==> src/rtl/ahb_master_arbiter.sv <==
// ---------------------------------------------------------------------------
// ahb_master_arbiter
// Two-master AHB-Lite arbiter placed in front of the uncore. Master 0 is the
// core and master 1 is the DMA/debug master. The block owns the shared address
// phase, tracks which master owns the data phase, routes per-master
// HREADY/HRESP and the write data, and keeps bursts and locked sequences
// atomic.
//
// Ports
//   HCLK, HRESETn           bus clock, asynchronous active-low reset
//   MxHADDR..MxHMASTLOCK    master x address-phase request (x = 0, 1)
//   MxHWDATA, MxHWSTRB      master x data-phase write data / strobes
//   MxHREADY, MxHRESP       per-master ready / response
//   HADDR..HMASTLOCK        muxed address phase to the uncore
//   HWDATA, HWSTRB          muxed data phase to the uncore
//   HREADY, HRESP           slave ready / response
//   HRDATA                  read data (broadcast to the masters outside)
//   Grant                   current address-phase owner
// ---------------------------------------------------------------------------
module ahb_master_arbiter #(
   parameter int unsigned PA_BITS = 32,
   parameter int unsigned AHBW    = 64
) (
   input  logic                 HCLK,
   input  logic                 HRESETn,

   input  logic [PA_BITS-1:0]   M0HADDR,
   input  logic [1:0]           M0HTRANS,
   input  logic                 M0HWRITE,
   input  logic [2:0]           M0HSIZE,
   input  logic [2:0]           M0HBURST,
   input  logic [3:0]           M0HPROT,
   input  logic                 M0HMASTLOCK,
   input  logic [AHBW-1:0]      M0HWDATA,
   input  logic [AHBW/8-1:0]    M0HWSTRB,
   output logic                 M0HREADY,
   output logic                 M0HRESP,

   input  logic [PA_BITS-1:0]   M1HADDR,
   input  logic [1:0]           M1HTRANS,
   input  logic                 M1HWRITE,
   input  logic [2:0]           M1HSIZE,
   input  logic [2:0]           M1HBURST,
   input  logic [3:0]           M1HPROT,
   input  logic                 M1HMASTLOCK,
   input  logic [AHBW-1:0]      M1HWDATA,
   input  logic [AHBW/8-1:0]    M1HWSTRB,
   output logic                 M1HREADY,
   output logic                 M1HRESP,

   output logic [PA_BITS-1:0]   HADDR,
   output logic [1:0]           HTRANS,
   output logic                 HWRITE,
   output logic [2:0]           HSIZE,
   output logic [2:0]           HBURST,
   output logic [3:0]           HPROT,
   output logic                 HMASTLOCK,
   output logic [AHBW-1:0]      HWDATA,
   output logic [AHBW/8-1:0]    HWSTRB,

   input  logic                 HREADY,
   input  logic                 HRESP,
   input  logic [AHBW-1:0]      HRDATA,

   output logic                 Grant
);

   localparam logic [1:0] TR_BUSY   = 2'b01;
   localparam logic [1:0] TR_NONSEQ = 2'b10;
   localparam logic [1:0] TR_SEQ    = 2'b11;
   localparam logic [2:0] BU_WRAP4  = 3'b010;
   localparam logic [2:0] BU_INCR4  = 3'b011;
   localparam logic [1:0] BEATS_4   = 2'd3;

   logic       r_addr_owner;
   logic       r_data_owner;
   logic       r_data_valid;
   logic       r_last_grant;
   logic [1:0] r_beats_left;

   logic       w_accept;
   logic       w_accept_nseq;
   logic       w_accept_seq;
   logic [1:0] w_beats_nxt;
   logic       w_req0;
   logic       w_req1;
   logic       w_hold;
   logic       w_last_eff;
   logic       w_grant_nxt;
   logic       w_m0_dphase;
   logic       w_m1_dphase;
   logic       w_unused_hrdata;

   // Read data is broadcast to both masters outside this block.
   assign w_unused_hrdata = ^HRDATA;

   // Address phase follows the current owner with zero latency.
   assign HADDR     = r_addr_owner ? M1HADDR     : M0HADDR;
   assign HTRANS    = r_addr_owner ? M1HTRANS    : M0HTRANS;
   assign HWRITE    = r_addr_owner ? M1HWRITE    : M0HWRITE;
   assign HSIZE     = r_addr_owner ? M1HSIZE     : M0HSIZE;
   assign HBURST    = r_addr_owner ? M1HBURST    : M0HBURST;
   assign HPROT     = r_addr_owner ? M1HPROT     : M0HPROT;
   assign HMASTLOCK = r_addr_owner ? M1HMASTLOCK : M0HMASTLOCK;
   assign Grant     = r_addr_owner;

   // Data phase follows whoever owned the previously accepted address phase.
   assign HWDATA = r_data_owner ? M1HWDATA : M0HWDATA;
   assign HWSTRB = r_data_owner ? M1HWSTRB : M0HWSTRB;

   assign w_accept      = HREADY & HTRANS[1];
   assign w_accept_nseq = HREADY & (HTRANS == TR_NONSEQ);
   assign w_accept_seq  = HREADY & (HTRANS == TR_SEQ);

   assign w_req0 = (M0HTRANS == TR_NONSEQ);
   assign w_req1 = (M1HTRANS == TR_NONSEQ);

   // Remaining burst beats after this edge; an error response abandons the
   // rest of the burst so the bus can be released.
   always_comb begin
      w_beats_nxt = r_beats_left;
      if (w_accept_nseq) begin
         w_beats_nxt = ((HBURST == BU_WRAP4) || (HBURST == BU_INCR4)) ? BEATS_4 : 2'd0;
      end else if (w_accept_seq && (r_beats_left != 2'd0)) begin
         w_beats_nxt = r_beats_left - 2'd1;
      end
      if (HRESP) begin
         w_beats_nxt = 2'd0;
      end
   end

   assign w_hold = (w_beats_nxt != 2'd0) | HMASTLOCK | (HTRANS == TR_BUSY);

   // A NONSEQ accepted on this very edge counts as the most recent grant, so
   // a master re-requesting right after its own single yields to the other.
   assign w_last_eff = w_accept_nseq ? r_addr_owner : r_last_grant;

   // Round-robin between requesters; park on the current owner when idle.
   always_comb begin
      w_grant_nxt = r_addr_owner;
      if (!w_hold) begin
         if (w_req0 && !w_req1) begin
            w_grant_nxt = 1'b0;
         end else if (w_req1 && !w_req0) begin
            w_grant_nxt = 1'b1;
         end else if (w_req0 && w_req1) begin
            w_grant_nxt = ~w_last_eff;
         end
      end
   end

   // Arbitration and data-phase tracking advance only on HREADY edges.
   always_ff @(posedge HCLK or negedge HRESETn) begin
      if (!HRESETn) begin
         r_addr_owner <= 1'b0;
         r_data_owner <= 1'b0;
         r_data_valid <= 1'b0;
         r_last_grant <= 1'b1;
         r_beats_left <= 2'd0;
      end else if (HREADY) begin
         r_data_valid <= w_accept;
         if (w_accept) begin
            r_data_owner <= r_addr_owner;
         end
         if (w_accept_nseq) begin
            r_last_grant <= r_addr_owner;
         end
         r_beats_left <= w_beats_nxt;
         r_addr_owner <= w_grant_nxt;
      end
   end

   assign w_m0_dphase = r_data_valid & ~r_data_owner;
   assign w_m1_dphase = r_data_valid &  r_data_owner;

   // A master in its data phase sees the slave's ready directly; otherwise it
   // is ready only as address owner with no other master's data phase open.
   assign M0HREADY = HRESETn &
                     (w_m0_dphase ? HREADY : (HREADY & ~r_addr_owner & ~w_m1_dphase));
   assign M1HREADY = HRESETn &
                     (w_m1_dphase ? HREADY : (HREADY &  r_addr_owner & ~w_m0_dphase));

   assign M0HRESP = HRESP & w_m0_dphase;
   assign M1HRESP = HRESP & w_m1_dphase;

endmodule

==> config.mk <==
export PLATFORM = sky130hd
export DESIGN_NAME = ahb_master_arbiter
export DESIGN_NICKNAME = d
export VERILOG_FILES = /design/src/rtl/ahb_master_arbiter.sv
export SDC_FILE = /design/constraint.sdc
export NUM_CORES = 1
export LEC_CHECK = 0
export ABC_AREA = 1
export CELL_PAD_IN_SITES_DETAIL_PLACEMENT = 1
export CELL_PAD_IN_SITES_GLOBAL_PLACEMENT = 1
export CORE_AREA = 10 10 156 158
export DETAILED_ROUTE_END_ITERATION = 12
export DIE_AREA = 0 0 166 168
export PLACE_DENSITY = 0.95
export SETUP_SLACK_MARGIN = 0.1
export SYNTH_ARGS = -nofsm -noshare
export SYNTH_HDL_FRONTEND = slang
export SYNTH_SLANG_ARGS = --single-unit
export TNS_END_PERCENT = 100
==> constraint.sdc <==
create_clock -name HCLK -period 2.35 [get_ports HCLK]
set_input_delay 0.235 -clock HCLK [delete_from_list [all_inputs] [get_ports HCLK]]
set_output_delay 0.235 -clock HCLK [all_outputs]
set_load 0.02 [all_outputs]
==> summary.md <==
| Metric | Value |
|---|---|
| Skew-Pair Late Insertion Delay | `230 ps` |
| Placed cells | `1067` |
| Vias | `4107` |
| Largest net degree at the start of global routing | `73` |
| Setup Skew | `1.08 ps` |
| Clock Path Buffers | `2` |
| Dpl hpwl | `16800 um` |
| Layout cells sized above 1 | `3.54%` |
| Min-delay worst type | `in -> async` |
| FF-to-FF setup slack | `520 ps` |
| Clock Tree Root | `clkbuf_16` |
| Crit Reg-Reg Endpoint | `Grant` |
| WS Path Type | `reg -> out` |
| P_sw | `0.00311 W` |
| Yosys warnings | `0` |
| Sequential Power Share | `3.2%` |
| Setup-failing EPs final | `0` |
| # DRC | `0` |
| Reg2Reg Depth | `10` |
| Critical Path Start Type | `flip-flop` |
| Pwr dens | `977 mW/mm^2` |
| Nets | `1098` |
| Relative slew slack | `75.4%` |
| Routability cong. | `0.813` |
| Htree depth | `1` |
| Final wirelength | `18900 um` |
| 1st-pass router iterations | `4` |
| Mean number of vias per cell | `3.83` |
| Seq cells post-synth | `6` |
| Clk pwr share | `4.9%` |
| CTS Sinks | `6` |
| Setup TNS | `0 ps` |
| Final Cycle Share | `90.9%` |
| Initial antenna violation count | `0` |
| Cell internal pwr | `0.00272 W` |
| Io pins | `427` |
| Clock-pin slew on the worst setup and hold paths | `40 ps` |
| Die W | `166 um` |
| CTS tree | `built` |
| Core area | `0.0214 sq mm` |
| I/O Buffers | `362` |
| Mapped Cells | `443` |
| Final Hold Violating Endpoints | `0` |
| Logic pwr share | `91.9%` |
| Remaining antenna violation count after routing | `0` |
| Multi-input gate area | `0.00156 sq mm` |
| Register area share after synthesis | `8.13%` |
| Final Total Pwr | `0.00582 W` |
| DRT iter0 DRCs | `138` |
| Max cap viols | `0` |
| Slew @ Worst Pin | `366 ps` |
| Area of the die | `0.0279 sq mm` |
| CP max FO | `36` |
| Rows | `54` |
| Worst R2R Start | `Grant` |
| Layout area overhead | `220%` |
| Placed cell area | `0.00585 sq mm` |
| Finished Cell Area | `0.00596 sq mm` |
| Fin crit period | `2140 ps` |
| P_leak | `2.79 nW` |
| Fillers | `2692` |
| Post-route insts no fill | `1072` |
| Worst endpoint required time | `2120 ps` |
| Wire per inst | `17.7 um` |
| F_max | `468 MHz` |
| Final slew viol count | `0` |
| Crit path capture type | `output port` |
| Die Ht | `168 um` |
| First-pass GRT wire length | `28200 um` |
| Area of the mapped netlist | `0.00186 sq mm` |
| Syn_nets | `748` |
| Initial core utilization | `8.70%` |
| RSZ-0062 raised after global routing | `yes` |
| Remaining Overflow, GRT | `0` |
| End of the critical path | `HWDATA[49]` |
| Sequential cell area | `153 sq um` |
| Switching Share | `53.3%` |
| Yosys cell types | `22` |
| Antenna cells | `0` |
| Mean Syn Cell Area | `4.21 sq um` |
| Post-CTS setup buffers | `0` |
| Status | `complete, no violations` |
| Inserted Clock Buffers | `3` |
| Vias in the first global route | `4697` |
| Critical path launch point | `r_data_owner` |
| Arrival @ worst endpoint | `1900 ps` |
| Total track usage | `12.5%` |
| Max VDD drop | `0.587 mV` |
## synthesized netlist by cell type (all sizes together)
cell	number	area (sq um)
nand2	368	1390
clkbuf	14	52.6
inv	14	52.6
buf	11	50.0
nand3	11	60.1
nor2	8	32.5
dfrtp	5	125
o21ai	3	15.0
nand4	2	12.5
a211oi	1	7.51
a21oi	1	8.76
dfstp	1	26.3
ha	1	12.5
nor3	1	5.00
o21bai	1	7.51
o22ai	1	6.26
## power by group through the flow
stage / Sequential, W / Clock, W / Combinational [W]
final: 0.000186 / 0.000287 / 0.00535
after CTS: 0.000188 / 0.000291 / 0.00539
after global routing: 0.000194 / 0.000301 / 0.00581
after floorplan: 0.000180 / 0 / 0.00254
after global placement: 0.000184 / 0 / 0.00529
after detailed placement: 0.000189 / 0 / 0.00537
## sequential cells by signal (all words and copies together), names as in the netlist
signal        cells
r_beats_left      2
Grant             1
r_last_grant      1
r_data_owner      1
r_data_valid      1
## per-layer routing
layer / vias to the layer above / global-route usage (%) / share of wire [%]
met5: - / 0 / 0
met4: 0 / 1.66 / 1.1
met3: 12 / 6.75 / 13
met2: 258 / 22.5 / 48
met1: 1822 / 12.9 / 37
li1: 2015 / - / -
## placed cells by master (no fill, tap or decap), drive strengths merged
master,synthesis,final
a211oi,1,1
o21bai,1,1
clkdlybuf4s50,0,354
dfstp,1,1
buf,11,14
inv,14,14
o22ai,1,1
ha,1,1
o21ai,3,3
nand2,368,368
a21oi,1,1
nor3,1,1
dfrtp,5,5
nand3,11,11
dlymetal6s2s,0,1
nor2,8,8
nand4,2,2
clkbuf,14,5
## timing repair
action                     CTS  global route
hold buffers                 0             0
setup endpoints to repair    0            13
gates resized for setup      0             2
## stage by stage
| stage | setup slack (ps) | hold WS, ps | util, % |
|---|---|---|---|
| final | 214 | 309 | 27.8 |
| after global routing | 87.5 | 321 | 27.8 |
| after CTS | 160 | 313 | 27.7 |
| after detailed placement | 370 | 473 | 27.3 |
| after global placement | 408 | 475 | 27.3 |
| after floorplan | 801 | -60.6 | - |
## cell families (layout without fill, tap and decap cells)
logic type / Yosys count / count (layout) / share of synthesized area (%)
AOI/OAI and AO/OA: 7 / 7 / 2.42
and+or+nand+nor: 390 / 390 / 80.5
adders and majority gates: 1 / 1 / 0.671
buffers and inverters: 39 / 388 / 8.33
DFF: 6 / 6 / 8.13
## worst max-delay path: stages (launching register included)
cell and delay [ps]:
dfrtp_2 430, inv_2 180, clkbuf_16 270, nand2_1 70
nand2_1 100, clkdlybuf4s50_1 630
## worst min-delay path by stage
stage	start	to	cells past startpoint
after floorplan	HRESETn	Grant	0
after global placement	r_last_grant	r_last_grant	2
after detailed placement	r_last_grant	r_last_grant	2
after CTS	HRESETn	r_data_valid	2
after global routing	HRESETn	Grant	2
final	HRESETn	r_data_valid	2
## area by class of cell
cell class | count | share of cell area [%]
sequential | 6 | 2.56
inverter | 14 | 0.882
timing repair buffer | 370 | 63.2
multi-input combinational | 398 | 26.1
clock buffer | 4 | 1.32
tap | 280 | 5.88
Power figures use the tool's default switching activity.
